`src/rtl/pipe_ctrl_chain_pkg.sv`:
```
// Shared definitions for the pipeline-control chain: stage indices, flush-level
// encoding and the flush-level clamp helper.
package pipe_ctrl_chain_pkg;

    // Conventional stage positions for the 4-stage configuration
    localparam int unsigned STAGE_ID   = 0;
    localparam int unsigned STAGE_EX   = 1;
    localparam int unsigned STAGE_MEM  = 2;
    localparam int unsigned STAGE_WB   = 3;

    localparam int unsigned FLUSH_W    = 3;
    localparam int unsigned MAX_STAGES = 8;

    typedef logic [FLUSH_W-1:0] lvl_t;

    // Out-of-range flush levels act as a flush from the last stage
    function automatic lvl_t clamp_lvl(input lvl_t lvl, input int unsigned stages);
        if (32'(lvl) >= stages) begin
            return lvl_t'(stages - 1);
        end
        return lvl;
    endfunction

endpackage

```
`src/rtl/pipe_ctrl_chain_if.sv`:
```
// Handshake/bus bundle of the pipeline-control chain.
//   master : upstream/downstream/stage-logic side (drives in_*, ready_go, flush*, out_ready)
//   slave  : the chain itself (drives in_ready, out_valid, stage_*, retire_cnt)
interface pipe_ctrl_chain_if #(
    parameter int unsigned STAGES = 4,
    parameter int unsigned DW     = 64,
    parameter int unsigned CNT_W  = 32
);
    logic                       in_valid;
    logic                       in_ready;
    logic [DW-1:0]              in_data;
    logic [STAGES-1:0]          ready_go;
    logic                       flush;
    pipe_ctrl_chain_pkg::lvl_t  flush_lvl;
    logic                       out_valid;
    logic                       out_ready;
    logic [STAGES-1:0]          stage_valid;
    logic [STAGES-1:0]          stage_allow;
    logic [STAGES*DW-1:0]       stage_data;
    logic [CNT_W-1:0]           retire_cnt;

    modport master (
        output in_valid, in_data, ready_go, flush, flush_lvl, out_ready,
        input  in_ready, out_valid, stage_valid, stage_allow, stage_data, retire_cnt
    );

    modport slave (
        input  in_valid, in_data, ready_go, flush, flush_lvl, out_ready,
        output in_ready, out_valid, stage_valid, stage_allow, stage_data, retire_cnt
    );
endinterface

```
`src/rtl/pipe_ctrl_chain_stage.sv`:
```
// One pipeline stage: valid bit, payload register and the allowin/to_valid equations.
//   in_valid/in_data : entry offered by the previous stage (or upstream)
//   ready_go         : this stage finished its work
//   allow_next       : allowin of the following stage (or downstream ready)
//   kill_in          : discard the entry arriving this edge
//   kill_hold        : discard the entry held here if it does not move
//   valid/data       : registered stage state
//   allowin          : this stage can take an entry this cycle
//   out_valid        : entry offered to the next stage
module pipe_ctrl_chain_stage #(
    parameter int unsigned DW = 64
) (
    input  logic          clk,
    input  logic          reset,
    input  logic          in_valid,
    input  logic [DW-1:0] in_data,
    input  logic          ready_go,
    input  logic          allow_next,
    input  logic          kill_in,
    input  logic          kill_hold,
    output logic          valid,
    output logic [DW-1:0] data,
    output logic          allowin,
    output logic          out_valid
);

    assign allowin   = !valid || (ready_go && allow_next);
    assign out_valid = valid && ready_go;

    // Valid follows the incoming entry when the stage opens, otherwise holds
    always_ff @(posedge clk or posedge reset) begin
        if (reset) begin
            valid <= 1'b0;
            data  <= '0;
        end else begin
            if (allowin) begin
                valid <= in_valid && !kill_in;
            end else begin
                valid <= valid && !kill_hold;
            end
            if (allowin && in_valid) begin
                data <= in_data;
            end
        end
    end

endmodule

```
`src/rtl/pipe_ctrl_chain.sv`:
```
// N-stage valid/allowin/ready_go pipeline-control chain with flush and retire counter.
//   clk, reset : clock; asynchronous active-high reset
//   bus        : slave side of pipe_ctrl_chain_if (upstream in_*, downstream out_*,
//                per-stage ready_go, flush/flush_lvl, stage_* observation, retire_cnt)
module pipe_ctrl_chain
    import pipe_ctrl_chain_pkg::*;
#(
    parameter int unsigned STAGES = 4,
    parameter int unsigned DW     = 64,
    parameter int unsigned CNT_W  = 32
) (
    input  logic              clk,
    input  logic              reset,
    pipe_ctrl_chain_if.slave  bus
);

    // Element i is the link into stage i; element STAGES is the downstream link
    logic          allow    [STAGES+1];
    logic          to_valid [STAGES+1];
    logic [DW-1:0] to_data  [STAGES+1];
    logic [STAGES-1:0] valid_q;
    logic [CNT_W-1:0]  retire_q;
    lvl_t              lvl;

    assign lvl           = clamp_lvl(bus.flush_lvl, STAGES);
    assign allow[STAGES] = bus.out_ready;
    assign to_valid[0]   = bus.in_valid;
    assign to_data[0]    = bus.in_data;

    for (genvar i = 0; i < STAGES; i++) begin : g_stage
        logic kill_in;
        logic kill_hold;

        // Entries younger than the flushing stage die whether they move or hold;
        // stage L only loses what it would receive from below.
        assign kill_in   = bus.flush && (FLUSH_W'(i) <= lvl);
        assign kill_hold = bus.flush && (FLUSH_W'(i) <  lvl);

        pipe_ctrl_chain_stage #(.DW(DW)) u_stage (
            .clk        (clk),
            .reset      (reset),
            .in_valid   (to_valid[i]),
            .in_data    (to_data[i]),
            .ready_go   (bus.ready_go[i]),
            .allow_next (allow[i+1]),
            .kill_in    (kill_in),
            .kill_hold  (kill_hold),
            .valid      (valid_q[i]),
            .data       (to_data[i+1]),
            .allowin    (allow[i]),
            .out_valid  (to_valid[i+1])
        );

        assign bus.stage_allow[i]          = allow[i];
        assign bus.stage_data[i*DW +: DW]  = to_data[i+1];
    end

    assign bus.stage_valid = valid_q;
    assign bus.in_ready    = allow[0];
    assign bus.out_valid   = to_valid[STAGES];
    assign bus.retire_cnt  = retire_q;

    // Retire counter, wraps naturally at 2^CNT_W
    always_ff @(posedge clk or posedge reset) begin
        if (reset) begin
            retire_q <= '0;
        end else if (to_valid[STAGES] && bus.out_ready) begin
            retire_q <= retire_q + CNT_W'(1);
        end
    end

endmodule

```
`src/flat_wrapper.sv`:
```
// flat-port wrapper written by rule: the top's interface ports become plain ports
module pipe_ctrl_chain_flat import pipe_ctrl_chain_pkg::*;
#(
    parameter int unsigned STAGES = 4,
    parameter int unsigned DW     = 64,
    parameter int unsigned CNT_W  = 32
)
  (clk, reset, bus_in_valid, bus_in_data, bus_ready_go, bus_flush, bus_flush_lvl, bus_out_ready, bus_in_ready, bus_out_valid, bus_stage_valid, bus_stage_allow, bus_stage_data, bus_retire_cnt);
  pipe_ctrl_chain_if #(.STAGES(STAGES), .DW(DW), .CNT_W(CNT_W)) bus_i ();
  input  logic clk;
  input  logic reset;
  input wire logic [$bits(bus_i.in_valid)-1:0] bus_in_valid;
  input wire logic [$bits(bus_i.in_data)-1:0] bus_in_data;
  input wire logic [$bits(bus_i.ready_go)-1:0] bus_ready_go;
  input wire logic [$bits(bus_i.flush)-1:0] bus_flush;
  input wire logic [$bits(bus_i.flush_lvl)-1:0] bus_flush_lvl;
  input wire logic [$bits(bus_i.out_ready)-1:0] bus_out_ready;
  output wire logic [$bits(bus_i.in_ready)-1:0] bus_in_ready;
  output wire logic [$bits(bus_i.out_valid)-1:0] bus_out_valid;
  output wire logic [$bits(bus_i.stage_valid)-1:0] bus_stage_valid;
  output wire logic [$bits(bus_i.stage_allow)-1:0] bus_stage_allow;
  output wire logic [$bits(bus_i.stage_data)-1:0] bus_stage_data;
  output wire logic [$bits(bus_i.retire_cnt)-1:0] bus_retire_cnt;
  assign bus_i.in_valid = bus_in_valid;
  assign bus_i.in_data = bus_in_data;
  assign bus_i.ready_go = bus_ready_go;
  assign bus_i.flush = bus_flush;
  assign bus_i.flush_lvl = bus_flush_lvl;
  assign bus_i.out_ready = bus_out_ready;
  assign bus_in_ready = bus_i.in_ready;
  assign bus_out_valid = bus_i.out_valid;
  assign bus_stage_valid = bus_i.stage_valid;
  assign bus_stage_allow = bus_i.stage_allow;
  assign bus_stage_data = bus_i.stage_data;
  assign bus_retire_cnt = bus_i.retire_cnt;
  pipe_ctrl_chain #(.STAGES(STAGES), .DW(DW), .CNT_W(CNT_W)) u_core (.clk(clk), .reset(reset), .bus(bus_i));
endmodule
```
`config.mk`:
```
export PLATFORM = sky130hd
export DESIGN_NAME = pipe_ctrl_chain_flat
export DESIGN_NICKNAME = d
export VERILOG_FILES = /design/src/rtl/pipe_ctrl_chain_pkg.sv /design/src/rtl/pipe_ctrl_chain_if.sv /design/src/rtl/pipe_ctrl_chain_stage.sv /design/src/rtl/pipe_ctrl_chain.sv /design/src/flat_wrapper.sv
export SDC_FILE = /design/constraint.sdc
export NUM_CORES = 1
export LEC_CHECK = 0
export BUFFER_PORTS_ARGS = -buffer_cell sky130_fd_sc_hd__buf_2
export CELL_PAD_IN_SITES_DETAIL_PLACEMENT = 1
export CELL_PAD_IN_SITES_GLOBAL_PLACEMENT = 1
export CORE_AREA = 2 2 259 159
export DETAILED_ROUTE_END_ITERATION = 10
export DIE_AREA = 0 0 261 161
export HOLD_SLACK_MARGIN = 0.08
export PLACE_DENSITY = 0.71
export SETUP_SLACK_MARGIN = 0.05
export SYNTH_ARGS = -nofsm -noshare
export SYNTH_HDL_FRONTEND = slang
export SYNTH_SLANG_ARGS = --single-unit
```
`constraint.sdc`:
```
create_clock -name clk -period 24.9 [get_ports clk]
set_input_delay 2.49 -clock clk [delete_from_list [all_inputs] [get_ports clk]]
set_output_delay 2.49 -clock clk [all_outputs]
set_load 0.005 [all_outputs]
```
==> results.toml <==
[pwr]
p_sw_share_pct = 29.5
p_seq_share_pct = 46.8
finalPower_mw = 1.57
ir_drop_mv = 0.0497
pwr-share-comb_pct = 25.0
leakage_nw = 7.33
power_density_nw_per_um2 = 105
internal_power_mw = 1.11
pwr-share-clk_pct = 28.2
switching_power_uw = 464

[routing]
dr.pass1.iters = 4
drc_errors = 0
wire_per_inst_um = 20.7
ant_nets = 0
dr_total_vias = 8173
drt_iter0_drc = 416
viasPerCell = 4.82
drt-total-wl_mm = 35.0

[global_routing]
use_met3_pct = 4.24
antenna_found_initial = 2
gr-total-overflow = 0
gr-usage-all-layers_pct = 16.5
use_met1_pct = 22.6
grt.busiest_layer = "met2"
use_met2_pct = 26.2
grt_max_degree = 88
grt_pass1_wl_mm = 54.1
grt_pass1_vias = 8795

[timing]
fmax_ghz = 0.157
fin_crit_sh_pct = 25.6
finalCriticalPeriod_ps = 6370
slew_headroom_pct = 34.0
slew_viol_final = 0
worst_slew_pin_slew_ps = 989
finalSetupTns_ps = 0
fin_skew_ps = 9.18
rsz0062_at_grt = "false"
hold_slack_ps = 479
hold_violations = 0
setup_viol = 0

[die]
core-area_um2 = 39800
num_rows = 57
dieArea_um2 = 42000
initial_core_util_pct = 29.5
pin_count = 374
die_y_um = 161
die_x_um = 261

[setup_path]
worst_setup_path_end_kind = "output port"
worstSetupPathType = "input pin to output port"
path_delay_family = "compound AO/OA/AOI/OAI gates"
crit_slowest_cell = "a21o_1"
path_buf_inv = 3
slowest_delay_ps = 260
crit_path_frequent_cell = "buf_2"
r2r_slack_ps = 22130
critical_path.startpoint_type = "input pin"
cp.arrival_ps = 3880
path_max_fanout = 8
cp.required_ps = 22410
crit_chain = "buf_2, a21bo_4, a21boi_4, inv_4, a21o_2, a21o_1, buf_2"

[place]
routabilityCongestion = 0.787
dp_hpwl_mm = 23.9
dpl_cell_area_um2 = 14000
numPortBuffers = 373
place_inst = 1647

[finish]
drive_above_1_share_pct = 54.2
final_cell_area_um2 = 15000
area_delta_synth_final_pct = 27.7
fillers = 4300
fin_cells = 1696
final_nets = 1225

[logic_synthesis]
ys_ff_latch = 292
ys_seq_area_share_pct = 62.3
synth_warnings = 0
synth_area_leader_cell = "dfrtp_1"
synthesis.instances = 782
synth_top_area_share_pct = 62.3
synth.distinct_cells = 42
synth_ff_type = "dfrtp_1"
synth_area_leaders = "dfrtp_1, mux2_2, a221o_1, and2_1, xnor2_1"
ys_top_cells_by_count = "dfrtp_1, mux2_2, and2_1, a221o_1, xnor2_1"
syn_area_um2 = 11700
synth_async_sr_flop_share_pct = 100
synth.most_common_cell = "dfrtp_1"
synth_enable_flop_cells = 0
synth.avg_cell_area_um2 = 15.0
syn-num-nets = 859

[clock_network]
htree_levels = 1
path_clk_slew_ps = 60
cts_root_buf = "clkbuf_16"
cts_buffer_depth = 3
cts_tree = "built"
cts.sinks = 292
cts_setup_buffers = 0
post_cts_resized = 0
clk_latency_ps = 560
hold_buffers = 0
cts_buffers = 30

[run]
cap_violations = 0

[run_status]
status = "complete, no violations"

[hold_path]
worst_hold_path_type = "register to register"
[sequential cells by signal, summed over array words and instances, names as in the netlist]
name                          cells
u_core.g_stage.u_stage.data     256
u_core.g_stage.u_stage.valid      4
u_core.bus.retire_cnt            32
[cell usage in the layout (no fill, tap or decap), types with 3 or more instances in the layout]
cell and instances:
a21oi_1 3, a221o_1 63, and2_1 65, and3_1 4
and4_1 3, buf_2 373, buf_4 8, clkbuf_1 8
clkbuf_16 31, clkbuf_8 5, dfrtp_1 292, inv_1 5
mux2_2 193, nand2_1 12, nand3_1 17, nand4_1 9
nor2_1 6, nor4_2 3, o21ai_0 4, xnor2_1 24
xor2_1 7
[area by class of cell]
class / instances / area [µm²] / area share, %
Inverter: 7 / 36.3 / 0.242
Clock buffer: 44 / 875 / 5.84
Sequential cell: 292 / 7310 / 48.8
Clock inverter: 4 / 70.1 / 0.468
Timing Repair Buffer: 381 / 1930 / 12.9
Multi-Input combinational cell: 436 / 4100 / 27.4
Antenna cell: 1 / 2.50 / 0.0167
Tap cell: 531 / 664 / 4.43
[path summary, 6_finish.rpt]
path | start | end | cells past startpoint
setup reg to reg | u_core.g_stage[3].u_stage.valid | u_core.g_stage[1].u_stage.data[59] | 5
hold reg to reg | u_core.bus.retire_cnt[31] | u_core.bus.retire_cnt[31] | 1
hold / removal | u_core.bus.retire_cnt[31] | u_core.bus.retire_cnt[31] | 1
min in group asynchronous | reset | u_core.g_stage[2].u_stage.data[26] | 2
setup / recovery | bus_out_ready | bus_in_ready | 7
max in group asynchronous | reset | u_core.g_stage[3].u_stage.data[28] | 4
[cells by family after synthesis]
family | synth area share, %
compound gates | 6.97
xor+xnor | 2.31
fa+ha+maj | 0.107
buf+inv | 3.22
flops | 62.3
mux | 18.5
simple gates | 6.57
[stage by stage]
stage               setup slack, ps  utilization (%)
floorplan                     14350                -
global placement              18530             35.3
detailed placement            18500             35.3
finish                        18530             37.6
global route                  18460             37.6
CTS                           18500             37.6
[power groups by stage]
stage                     sequential (mW)  clock (mW)  combinational [mW]
after floorplan                     0.734           0               0.168
after global placement              0.732           0               0.390
after detailed placement            0.744           0               0.399
after CTS                           0.738       0.458               0.400
after global routing                0.760       0.477               0.424
final                               0.736       0.442               0.393
[routing by layer]
metal / vias to the layer above / routed length [µm]
li1: 3577 / -
met1: 4320 / 15800
met2: 219 / 16400
met3: 57 / 2020
met4: 0 / 804
met5: - / 0
Note: power is estimated with default switching activity, not from simulation.
